--- src/rtl/snes_button_events.sv ---
// Debounces SNES controller frames into a held-button vector and queues per-button press/release events.
// Latency: btn_state 1 cycle after accepting strobe, first event 1 cycle later; backpressure drops events into sticky evt_overflow.
module snes_button_events #(
    parameter int DEBOUNCE_FRAMES = 2,
    parameter int FIFO_DEPTH      = 8,
    parameter bit ACTIVE_LOW      = 1'b1,
    parameter int WATCHDOG_CYCLES = 200000
) (
    input  logic        clk_100M,
    input  logic        rst_n,
    input  logic        frame_strobe,
    input  logic [15:0] btn_word,
    output logic [11:0] btn_state,
    output logic        evt_valid,
    input  logic        evt_ready,
    output logic [4:0]  evt_data,
    output logic        evt_overflow,
    input  logic        ovf_clear,
    output logic        ctrl_stale
);

    localparam int CW = $clog2(DEBOUNCE_FRAMES) + 1;
    localparam int WW = $clog2(WATCHDOG_CYCLES + 1);
    localparam int AW = $clog2(FIFO_DEPTH);
    localparam logic [CW-1:0] CNT_MAX = CW'(DEBOUNCE_FRAMES - 1);
    localparam logic [WW-1:0] WD_MAX  = WW'(WATCHDOG_CYCLES);
    localparam logic [WW-1:0] WD_LAST = WW'(WATCHDOG_CYCLES - 1);

    localparam logic [0:0] IDLE = 1'b0;
    localparam logic [0:0] SCAN = 1'b1;

    logic [0:0]    state_q, state_d;
    logic [11:0]   cand_q, cand_d;
    logic [CW-1:0] cnt_q, cnt_d;
    logic [11:0]   btn_state_q, btn_state_d;
    logic [11:0]   pend_mask_q, pend_mask_d;
    logic [11:0]   pend_val_q, pend_val_d;
    logic [WW-1:0] wd_q, wd_d;
    logic          stale_q, stale_d;
    logic          force_rel_q, force_rel_d;
    logic          ovf_q, ovf_d;
    logic [AW:0]   wr_ptr_q, wr_ptr_d;
    logic [AW:0]   rd_ptr_q, rd_ptr_d;
    logic [4:0]    mem_q [FIFO_DEPTH];
    logic [4:0]    mem_d [FIFO_DEPTH];

    logic [11:0]   raw;
    logic [CW-1:0] ncnt;
    logic [11:0]   diff;
    logic [3:0]    sel;
    logic          expire;
    logic          push, push_ok, pop, full, empty;
    logic [4:0]    push_dat;

    // Upper nibble of the frame carries no buttons.
    logic unused_hi;
    assign unused_hi = ^btn_word[15:12];

    assign raw   = ACTIVE_LOW ? ~btn_word[11:0] : btn_word[11:0];
    assign diff  = raw ^ btn_state_q;
    assign empty = (wr_ptr_q == rd_ptr_q);
    assign full  = (wr_ptr_q[AW] != rd_ptr_q[AW]) && (wr_ptr_q[AW-1:0] == rd_ptr_q[AW-1:0]);
    assign pop   = !empty && evt_ready;

    always_comb begin
        ncnt = '0;
        if (raw == cand_q) begin
            ncnt = (cnt_q >= CNT_MAX) ? CNT_MAX : cnt_q + 1'b1;
        end
    end

    always_comb begin
        sel = 4'd0;
        for (int i = 11; i >= 0; i--) begin
            if (pend_mask_q[i]) sel = 4'(i);
        end
    end

    always_comb begin
        state_d     = state_q;
        cand_d      = cand_q;
        cnt_d       = cnt_q;
        btn_state_d = btn_state_q;
        pend_mask_d = pend_mask_q;
        pend_val_d  = pend_val_q;
        force_rel_d = force_rel_q;
        push        = 1'b0;
        push_dat    = 5'd0;

        // A strobe in the same cycle as expiry keeps the controller alive.
        expire = !frame_strobe && (wd_q == WD_LAST);
        if (frame_strobe)        wd_d = '0;
        else if (wd_q != WD_MAX) wd_d = wd_q + 1'b1;
        else                     wd_d = wd_q;

        if (frame_strobe) stale_d = 1'b0;
        else if (expire)  stale_d = 1'b1;
        else              stale_d = stale_q;

        if (expire) begin
            cand_d = '0;
            cnt_d  = '0;
        end

        case (state_q)
            IDLE: begin
                if (force_rel_q || expire) begin
                    force_rel_d = 1'b0;
                    if (btn_state_q != 12'd0) begin
                        pend_mask_d = btn_state_q;
                        pend_val_d  = 12'd0;
                        btn_state_d = 12'd0;
                        state_d     = SCAN;
                    end
                end else if (frame_strobe) begin
                    cand_d = raw;
                    cnt_d  = ncnt;
                    if (ncnt == CNT_MAX) begin
                        btn_state_d = raw;
                        if (diff != 12'd0) begin
                            pend_mask_d = diff;
                            pend_val_d  = raw;
                            state_d     = SCAN;
                        end
                    end
                end
            end
            default: begin
                push        = 1'b1;
                push_dat    = {pend_val_q[sel], sel};
                pend_mask_d = pend_mask_q & ~(12'd1 << sel);
                if (pend_mask_d == 12'd0) state_d = IDLE;
                if (expire) force_rel_d = 1'b1;
            end
        endcase
    end

    // Full FIFO still accepts when the head leaves in the same cycle.
    assign push_ok = push && (!full || pop);

    always_comb begin
        mem_d    = mem_q;
        wr_ptr_d = wr_ptr_q;
        rd_ptr_d = rd_ptr_q;
        if (push_ok) begin
            mem_d[wr_ptr_q[AW-1:0]] = push_dat;
            wr_ptr_d = wr_ptr_q + 1'b1;
        end
        if (pop) rd_ptr_d = rd_ptr_q + 1'b1;

        if (push && !push_ok) ovf_d = 1'b1;
        else if (ovf_clear)   ovf_d = 1'b0;
        else                  ovf_d = ovf_q;
    end

    always_ff @(posedge clk_100M or negedge rst_n) begin
        if (!rst_n) begin
            state_q     <= IDLE;
            cand_q      <= '0;
            cnt_q       <= '0;
            btn_state_q <= '0;
            pend_mask_q <= '0;
            pend_val_q  <= '0;
            wd_q        <= '0;
            stale_q     <= 1'b0;
            force_rel_q <= 1'b0;
            ovf_q       <= 1'b0;
            wr_ptr_q    <= '0;
            rd_ptr_q    <= '0;
            for (int i = 0; i < FIFO_DEPTH; i++) mem_q[i] <= '0;
        end else begin
            state_q     <= state_d;
            cand_q      <= cand_d;
            cnt_q       <= cnt_d;
            btn_state_q <= btn_state_d;
            pend_mask_q <= pend_mask_d;
            pend_val_q  <= pend_val_d;
            wd_q        <= wd_d;
            stale_q     <= stale_d;
            force_rel_q <= force_rel_d;
            ovf_q       <= ovf_d;
            wr_ptr_q    <= wr_ptr_d;
            rd_ptr_q    <= rd_ptr_d;
            mem_q       <= mem_d;
        end
    end

    assign btn_state    = btn_state_q;
    assign evt_valid    = !empty;
    assign evt_data     = mem_q[rd_ptr_q[AW-1:0]];
    assign evt_overflow = ovf_q;
    assign ctrl_stale   = stale_q;

endmodule

--- config.mk ---
export PLATFORM = sky130hd
export DESIGN_NAME = snes_button_events
export DESIGN_NICKNAME = d
export VERILOG_FILES = /design/src/rtl/snes_button_events.sv
export SDC_FILE = /design/constraint.sdc
export NUM_CORES = 1
export LEC_CHECK = 0
export ABC_AREA = 1
export CORE_ASPECT_RATIO = 0.5
export CORE_UTILIZATION = 45
export DETAILED_ROUTE_END_ITERATION = 6
export GPL_TIMING_DRIVEN = 0
export PLACE_DENSITY = 0.7
export SYNTH_ARGS = -nofsm -noshare
export SYNTH_HDL_FRONTEND = slang
export SYNTH_SLANG_ARGS = --single-unit
--- constraint.sdc ---
create_clock -name clk_100M -period 2.7 [get_ports clk_100M]
set_clock_uncertainty 0.2 [all_clocks]
set_input_delay 0.54 -clock clk_100M [delete_from_list [all_inputs] [get_ports clk_100M]]
set_output_delay 0.54 -clock clk_100M [all_outputs]
set_load 0.05 [all_outputs]
==> out/qor.yml, run 1 <==
layout:
  final_net_count: 887
  drive_gt1_frac: 0.117
  final_cell_area_um2: 7720
  final_cell_count_no_fill: 1064
  fill_cells: 1232
  area_growth_pct: 20.1
  final_core_utilization: 0.562
  antenna_cells: 0
placement:
  hpwl_um: 11400
  dp.cells: 1033
  place.gp.congestion: 0.905
  port-buffer-count: 36
  place_area_um2: 7060
  post-place-ws_ns: -0.347
cts:
  cts_root_buf: "clkbuf_16"
  clk_latency_ns: 0.41
  clockBufferDepth: 2
  clk_pin_slew_ns: 0.06
  cts_made_buffers: 17
  cts_tree: "done"
  cts_sinks: 120
  cts-htree-levels: 4
grt:
  antenna_found_initial: 0
  grt_first_pass_wirelength_um: 26600
  grt_max_degree: 64
  globalRouteOverflowTotal: 0
  first_global_vias: 5444
  grt_usage: 0.233
sta:
  fmax_ghz: 0.383
  final.setup.worst_slack_ns: 0.0923
  worst_slew_pin_slew_ns: 0.567
  drv_slew: 0
  min_period_ns: 2.61
  whs_ns: 0.277
  slew_headroom: 0.622
  hold_viol: 0
  finalCritPeriodShare: 0.966
  setup_viol_count_final: 0
drt:
  wl_met1_um: 7620
  routed.top_layer: "met4"
  routed_wl_um: 16100
  dr_wl_met3_um: 706
  drtPass1Iterations: 5
  drcViolationCount: 0
  via_count: 5616
  ant_nets: 0
  viasPerCell: 5.28
  drt_iter0_markers: 445
  avgRoutedWirePerCell_um: 15.1
  met2WireLength_um: 7490
power_and_ir_drop:
  leakage_uw: 0.00348
  power_density_nw_per_um2: 935
  vdd_drop_max_uv: 520
synthesis:
  synth_ff_type: "dfrtp_1"
  syn-cell-area_um2: 6430
  synth_top_area_share: 0.467
  yosysTopAreaCell: "dfrtp_1"
  synth_nets: 830
  async_reset_ff_frac: 1.00
  synth_common_cells: "nand2_1 (151), dfrtp_1 (120), o21ai_0 (97)"
  yosys_warnings: 0
  synth.most_common_cell: "nand2_1"
  ys_seq_elements: 120
  synth_cell_types: 43
  netlist_instances: 804
  synth.area.top_cells: "dfrtp_1 (47%), nand2_1 (8.8%), o21ai_0 (7.6%), nor2_1 (5.5%), inv_1 (5.4%)"
  synth-edff-count: 0
  ys_seq_area_frac: 0.467
  syn_area_per_cell_um2: 7.99
job:
  max_cap_viol_count: 0
setup_path:
  worstPathArrival_ns: 1.87
  startpoint_type: "register"
  worstSetupPathType: "reg -> out"
  required_ns: 1.96
  critPathCaptureType: "primary output"
  worstPathMaxFanout: 4
die:
  start_util: 0.468
  pin_count: 41
  die_h_um: 86.5
  die_w_um: 171
  fp-row-count: 30
  core_um2: 13700
  die_area_um2: 14800
hold_path:
  hp-class: "reg -> reg"
run_status:
  outcome: "complete, no violations"
-- worst paths after layout --
path	cells past startpoint	slack (ns)	startpoint	endpoint
setup / recovery	5	0.09	rd_ptr_q[1]	evt_valid
hold / removal	2	0.28	mem_q[24]	mem_q[24]
setup reg to reg	8	0.24	wd_q[13]	pend_val_q[10]
hold reg to reg	2	0.28	mem_q[24]	mem_q[24]
max in group asynchronous	3	1.12	rst_n	btn_state[11]
min in group asynchronous	2	0.47	rst_n	rd_ptr_q[2]
-- metrics by stage --
| step | TNS (ns) | power (uW) |
|---|---|---|
| 6_report | 0 | 7210 |
| 3_3_place_gp | -473.67 | 4680 |
| 2_1_floorplan | 0 | 4050 |
| 4_1_cts | 0 | 7160 |
| 5_1_grt | -0.0142 | 7640 |
| 3_5_place_dp | -9.76 | 4740 |
-- power breakdown --
part	total, uW	internal (uW)	switching, uW	leakage (uW)
Combinational	2350	773	1580	0.00159
Clock	2460	1630	823	0.000305
Sequential	2400	2160	243	0.00158
-- cells in the final DEF (no fill, tap or decap), drive strengths merged, types with 12 or more instances in the layout --
cell	instances
nand3	43
dfrtp	120
nand4	21
buf	25
inv	95
nor2	108
nand2	159
clkbuf	31
xnor2	18
a21oi	27
xor2	12
o21ai	121
clkdlybuf4s50	29
-- layout make-up --
class | instances | area [um^2] | area share
plain buffers | 25 | 203 | 0.0263
clock buffers | 23 | 488 | 0.0632
clock inverters | 7 | 141 | 0.0183
inverters | 95 | 359 | 0.0465
multi-input cells | 563 | 2890 | 0.375
flip-flops and latches | 120 | 3000 | 0.389
well taps | 192 | 240 | 0.0311
repair buffers | 39 | 390 | 0.0506
-- critical path: stages, from the launching register on --
cell and delay [ns]:
dfrtp_1 0.43, buf_4 0.16, xor2_1 0.14, nor3_2 0.20, nand2_2 0.09, dlygate4sd2_1 0.43
-- timing repair --
item                       4_1_cts  5_1_grt
setup endpoints to repair        6       29
gates resized for setup         40       21
buffers inserted                 0        1
hold buffers                     1        0
hold endpoints to repair        57        0
pin swaps                        0        2
-- sequential cells by signal, indices dropped and copies added (netlist names), 2 cells and up --
register	cells
btn_state	12
cand_q	12
cnt_q	2
mem_q	40
pend_mask_q	12
pend_val_q	12
rd_ptr_q	4
wd_q	18
wr_ptr_q	4
-- per-layer routing --
layer	global-route usage	vias up
met5	0	-
met4	0.0820	0
met3	0.0452	28
met2	0.383	157
met1	0.310	2668
li1	-	2763
-- cells by family (layout without fill, tap and decap cells) --
logic type / Yosys count / after routing / share of synthesized area
and+or+nand+nor: 356 / 356 / 0.250
AOI/OAI and AO/OA: 172 / 172 / 0.149
buffers and inverters: 121 / 189 / 0.0837
DFF: 120 / 120 / 0.467
xor gates and xnor gates: 30 / 30 / 0.0409
adders and majority gates: 5 / 5 / 0.00973
No activity file was read; power rests on OpenSTA's default activity.
==> run 2, diff against run 1 <==
--- a/config.mk
+++ b/config.mk
@@ -7,9 +7,9 @@
 export LEC_CHECK = 0
 export ABC_AREA = 1
 export CORE_ASPECT_RATIO = 0.5
+export CORE_MARGIN = 2
 export CORE_UTILIZATION = 45
 export DETAILED_ROUTE_END_ITERATION = 6
-export GPL_TIMING_DRIVEN = 0
 export PLACE_DENSITY = 0.7
 export SYNTH_ARGS = -nofsm -noshare
 export SYNTH_HDL_FRONTEND = slang
==> run 2 against run 1 <==
Via count down 0.91%. Global-route usage shrank 1.4 points. Die area grew 3.5%. Final area rose by 1.3%. Fmax shrank 1.7%. Combinational power increased by 14%. Register-to-register slack barely moved. Cell count grew 1.1%. Highest routed layer unchanged. Total power up 0.23%. Count of clock-buffer cells in the layout fell by 3. Critical path type unchanged.
==> out/qor.yml, run 2 (synthesis gave the netlist of run 1 again) <==
cts:
  cts-htree-levels: 4
  cts_tree: "done"
  clk_pin_slew_ns: 0.06
  cts_made_buffers: 17
  clockBufferDepth: 2
  clk_latency_ns: 0.42
  cts_root_buf: "clkbuf_16"
  cts_sinks: 120
grt:
  globalRouteOverflowTotal: 0
  grt_usage: 0.219
  grt_first_pass_wirelength_um: 26500
  grt_max_degree: 39
  first_global_vias: 5468
  antenna_found_initial: 0
sta:
  slew_headroom: 0.648
  hold_viol: 0
  finalCritPeriodShare: 0.983
  drv_slew: 0
  rsz0062_at_grt: "true"
  fmax_ghz: 0.377
  setup_viol_count_final: 0
  min_period_ns: 2.65
  worst_slew_pin_slew_ns: 0.528
drt:
  met2WireLength_um: 7440
  avgRoutedWirePerCell_um: 14.7
  via_count: 5565
  drcViolationCount: 0
  drt_iter0_markers: 455
  routed_wl_um: 15800
  dr_wl_met3_um: 712
  wl_met1_um: 7480
  drtPass1Iterations: 7
  routed.top_layer: "met4"
  ant_nets: 0
  viasPerCell: 5.17
die:
  die_area_um2: 15300
  pin_count: 41
  core_um2: 13700
  die_w_um: 173
  die_h_um: 88.5
  start_util: 0.468
  fp-row-count: 30
layout:
  largest_register_ffs: 40
  drive_gt1_frac: 0.144
  antenna_cells: 0
  largest_register: "mem_q"
  final_net_count: 898
  final_core_utilization: 0.569
  final_cell_count_no_fill: 1076
  area_growth_pct: 21.6
  top_regs: "mem_q (40), wd_q (18)"
  layout_commonest_cell: "nand2_1"
  mostFrequentLayoutCells: "nand2_1 (151), dfrtp_1 (118), o21ai_0 (97), nor2_1 (93), inv_1 (88)"
  fill_cells: 1272
power_and_ir_drop:
  power.internal_uw: 4470
  finalPower_uw: 7230
  power_density_nw_per_um2: 925
  p_comb_frac: 0.369
  vdd_drop_max_uv: 479
  swShare: 0.382
  leakage_uw: 0.00352
  seqPwrFrac: 0.337
  p_switching_uw: 2760
  clockPowerShare: 0.294
setup_path:
  critPathCaptureType: "primary output"
  required_ns: 1.96
  worstPathMaxFanout: 12
  startpoint_type: "register"
  worstSetupPathType: "reg -> out"
  worstPathArrival_ns: 1.91
run_status:
  outcome: "complete, no violations"
placement:
  dp.cells: 1041
  port-buffer-count: 36
  hpwl_um: 11200
  place.gp.congestion: 0.898
job:
  max_cap_viol_count: 0
hold_path:
  hp-class: "reg -> reg"
[run 2: cell types whose count changed in the layout (fill, tap and decap cells not counted), sizes merged]
cell,delta
clkinv,+4
inv,+1
bufinv,-3
clkbuf,-11
dlygate4sd2,-1
clkinvlp,+3
buf,+19
[run 2: final cells by class]
cell class	instances	area, um^2	share of cell area
Sequential cell	120	3010	0.384
Multi-Input combinational cell	563	2910	0.372
Timing Repair Buffer	74	751	0.0960
Clock buffer	20	447	0.0571
Inverter	95	363	0.0464
Tap cell	192	240	0.0307
Clock inverter	11	100	0.0128
Timing Repair inverter	1	5.00	0.000640
[run 2: repair_timing]
item                                    in CTS  in global routing
endpoints found under the setup margin       5                  5
gates resized for setup                      6                  6
setup buffers                                1                  1
hold buffers                                 1                  0
pin swaps                                    0                  1
hold endpoints to repair                    35                  0
gates cloned                                 1                  0
[run 2: per-layer routing]
metal,global-route usage,vias to the layer above
met5,0,-
met4,0.0639,0
met3,0.0451,22
met1,0.287,2631
li1,-,2785
met2,0.376,127
[run 2: worst max-delay path: stages, from the launching register on]
cell and delay, ns:
dfrtp_2 0.48, inv_2 0.20, nor2_1 0.07, o21ai_0 0.21, a21oi_1 0.09, a31oi_1 0.27, buf_12 0.18
[run 2: final timing paths]
path	end	start	cells past startpoint	slack, ns
setup / recovery	evt_data[0]	rd_ptr_q[0]	6	0.05
hold / removal	pend_val_q[9]	pend_val_q[9]	2	0.27
setup reg to reg	mem_q[31]	rd_ptr_q[0]	12	0.23
hold reg to reg	pend_val_q[9]	pend_val_q[9]	2	0.27
max in group asynchronous	mem_q[38]	rst_n	3	1.17
min in group asynchronous	wr_ptr_q[3]	rst_n	2	0.46
[run 2: power groups by stage]
stage                     Combinational (uW)  Sequential (uW)  Clock [uW]
final                                   2670             2440        2130
after floorplan                         1690             2360           0
after detailed placement                2540             2440           0
after global routing                    2920             2490        2230
after global placement                  2480             2440           0
after CTS                               2600             2430        2140
[run 2: per-stage QoR]
stage / setup TNS [ns] / hold WS, ns / area, um^2 / setup slack, ns
2_1_floorplan: 0 / 0.0444 / 6430 / 0.125
3_3_place_gp: -2.89 / 0.259 / 7210 / -0.162
3_5_place_dp: -2.54 / 0.262 / 7210 / -0.167
4_1_cts: 0 / 0.275 / 7790 / 0.0320
5_1_grt: -0.0351 / 0.294 / 7820 / -0.0266
6_report: 0 / 0.273 / 7820 / 0.0464
==> run 3, diff against run 2 <==
--- a/config.mk
+++ b/config.mk
@@ -5,12 +5,11 @@
 export SDC_FILE = /design/constraint.sdc
 export NUM_CORES = 1
 export LEC_CHECK = 0
-export ABC_AREA = 1
 export CORE_ASPECT_RATIO = 0.5
 export CORE_MARGIN = 2
-export CORE_UTILIZATION = 45
+export CORE_UTILIZATION = 59
 export DETAILED_ROUTE_END_ITERATION = 6
-export PLACE_DENSITY = 0.7
+export PLACE_DENSITY = 0.87
 export SYNTH_ARGS = -nofsm -noshare
 export SYNTH_HDL_FRONTEND = slang
 export SYNTH_SLANG_ARGS = --single-unit
==> run 3 against run 2 <==
The run now ends with negative hold slack, negative setup slack left. Synthesized cell count decreased by 28%. Sequential power decreased by 18%. Critical path type is now reg -> reg. Critical endpoint is now state_q. Routed wire length increased by 6.8%. Non-clock buffer count increased by 17.
==> out/qor.yml, run 3 <==
run_status:
  outcome: "complete, but fails checks"
  violations: "negative hold slack, negative setup slack"
grt:
  grt_first_pass_wirelength_um: 26900
  grt_usage: 0.308
  first_global_vias: 5162
  grt_max_degree: 121
  globalRouteOverflowTotal: 0
  antenna_found_initial: 0
layout:
  antenna_cells: 0
  drive_gt1_frac: 0.241
  top_regs: "mem_q (40), wd_q (18)"
  largest_register_ffs: 40
  mostFrequentLayoutCells: "dfrtp_1 (117), nand2_1 (74), buf_4 (51), o21ai_0 (49), nor2_1 (48)"
  final_core_utilization: 0.780
  largest_register: "mem_q"
  final_cell_count_no_fill: 820
  layout_commonest_cell: "dfrtp_1"
  final_net_count: 693
  area_growth_pct: 29.2
die:
  die_area_um2: 11300
  fp-row-count: 26
  start_util: 0.604
  pin_count: 41
  core_um2: 10100
  die_h_um: 76.1
  die_w_um: 148
synthesis:
  synth_top_family_by_area: "simple AND/OR/NAND/NOR gates"
  synth_xor_area_frac: 0.0886
  synth_nets: 606
  synth-compound-area-share: 0.114
  synth.most_common_cell: "dfrtp_1"
  syn-cell-area_um2: 6130
  synth-simple-area-share: 0.148
  syn_area_per_cell_um2: 10.6
  muxShareOfSynthArea: 0.116
  netlist_instances: 580
  async_reset_ff_frac: 1.00
  synth_cell_types: 54
  synth_ff_type: "dfrtp_1"
  synth.area.top_cells: "dfrtp_1 (49%), xnor2_1 (5.3%), nand2_1 (4.5%), o21ai_0 (4.0%), mux4_2 (3.7%)"
  ys_seq_elements: 120
  synth_top_area_share: 0.490
  yosys_warnings: 0
  synth_fa_ha_area_frac: 0.0118
  synth_common_cells: "dfrtp_1 (120), nand2_1 (74), o21ai_0 (49)"
  synth-edff-count: 0
  yosysTopAreaCell: "dfrtp_1"
  ys_seq_area_frac: 0.490
power_and_ir_drop:
  vdd_drop_max_uv: 520
  leakage_uw: 0.00347
  power.internal_uw: 4120
  clockPowerShare: 0.476
  p_comb_frac: 0.165
  seqPwrFrac: 0.359
  p_switching_uw: 1460
  power_density_nw_per_um2: 705
  swShare: 0.261
cts:
  cts-htree-levels: 4
  cts-hold-fix-buffers: 0
  clk_pin_slew_ns: 0.06
  clockBufferDepth: 2
  cts_tree: "done"
  clk_latency_ns: 0.42
  cts_made_buffers: 17
  cts_sinks: 120
  cts_root_buf: "clkbuf_16"
sta:
  whs_ns: -0.0186
  rsz0062_at_grt: "true"
  setup_viol_count_final: 9
  fin_setup_tns_ns: -0.274
  hold_viol: 17
  fmax_ghz: 0.364
  worst_slew_pin_slew_ns: 0.655
  final.setup.worst_slack_ns: -0.0481
  drv_slew: 0
  finalCritPeriodShare: 1.02
  min_period_ns: 2.75
  slew_headroom: 0.563
drt:
  viasPerCell: 6.26
  avgRoutedWirePerCell_um: 20.6
  drcViolationCount: 0
  routed_wl_um: 16900
  ant_nets: 0
  via_count: 5134
  drt_iter0_markers: 570
  drtPass1Iterations: 6
setup_path:
  startpoint_type: "register"
  worstSetupPathType: "reg -> reg"
  worstPathArrival_ns: 2.82
  crit_chain: "inv_1 -> a2111oi_2 -> a221oi_4 -> buf_4 -> or2_2 -> o22ai_1 -> o2111a_1 -> a31oi_1"
  critPathCaptureType: "register"
  worstPathMaxFanout: 7
  crit_buf_inv: 2
  required_ns: 2.78
  crit_slowest_cell: "a2111oi_2"
  crit_family: "compound AO/OA/AOI/OAI gates"
  worst_path_largest_cell_delay_ns: 0.54
placement:
  place.gp.congestion: 0.860
  dp.cells: 775
  port-buffer-count: 36
  hpwl_um: 9480
job:
  max_cap_viol_count: 0
hold_path:
  hp-class: "in -> async"
==> run 3: cell count changes in the layout (fill, tap and decap cells not counted), moves of 15 or more <==
cell     previous run  this run
nor2_1             93        48
o21ai_1            20         0
buf_4              33        51
o21ai_0            97        49
nand2_1           151        74
nand3_1            41        17
inv_1              88        19
a21oi_1            19         4
==> run 3: worst reg2reg max path, stage by stage, from the launching register on <==
cell and delay, ns:
dfrtp_1 0.53, inv_1 0.10, a2111oi_2 0.54, a221oi_4 0.16
buf_4 0.20, or2_2 0.30, o22ai_1 0.21, o2111a_1 0.24
a31oi_1 0.12
==> run 3: final cells by class <==
| class | instances | area [um^2] |
|---|---|---|
| repair buffers | 91 | 887 |
| flip-flops and latches | 120 | 3010 |
| multi-input cells | 418 | 3090 |
| clock buffers | 21 | 470 |
| clock inverters | 11 | 216 |
| inverters | 19 | 71.3 |
| well taps | 140 | 175 |
| fillers | 546 | 2230 |
==> run 3: power by group through the flow <==
| stage | Clock, uW | Combinational [uW] | Sequential [uW] |
|---|---|---|---|
| 2_1_floorplan | 0 | 494 | 1970 |
| 3_3_place_gp | 0 | 729 | 2010 |
| 3_5_place_dp | 0 | 761 | 2020 |
| 4_1_cts | 2660 | 820 | 1990 |
| 5_1_grt | 2730 | 976 | 2020 |
| 6_report | 2660 | 918 | 2000 |
==> run 3: repair_timing <==
item                                    4_1_cts  5_1_grt
gates resized for setup                       7       44
setup buffers                                 7        4
endpoints found under the setup margin       24       37
gates cloned                                  1        1
pin swaps                                     0       16
==> run 3: worst paths after layout <==
kind | start | to | slack, ns | depth (start not counted)
min in group clk_100M | mem_q[38] | mem_q[38] | 0.27 | 2
setup / recovery | pend_mask_q[4] | state_q | -0.05 | 8
setup reg to reg | pend_mask_q[4] | state_q | -0.05 | 8
max in group asynchronous | rst_n | pend_mask_q[9] | 1.77 | 2
hold reg to reg | mem_q[38] | mem_q[38] | 0.27 | 2
hold / removal | rst_n | wd_q[3] | -0.02 | 2
==> run 3: logic make-up after synthesis <==
kind of cell | Yosys count
buffers and inverters | 43
flip-flops | 120
XOR/XNOR | 62
AO/OA/AOI/OAI | 106
adder cells (fa/ha/maj) | 6
multiplexers | 52
AND/OR/NAND/NOR | 191
==> run 3: routing by layer <==
layer	part of all wire	vias to the layer above	global-route usage
li1	-	2249	-
met1	0.40	2519	0.395
met2	0.48	294	0.503
met3	0.080	72	0.0665
met4	0.037	0	0.151
met5	0	-	0
==> run 3: per-stage QoR <==
| step | power [uW] | cell area, um^2 | setup slack [ns] |
|---|---|---|---|
| after floorplan | 2470 | 6130 | 0.0679 |
| after global placement | 2740 | 6890 | -0.407 |
| after detailed placement | 2780 | 6890 | -0.476 |
| after CTS | 5470 | 7680 | 0.00605 |
| after global routing | 5730 | 7920 | -0.0756 |
| final | 5580 | 7920 | -0.0481 |
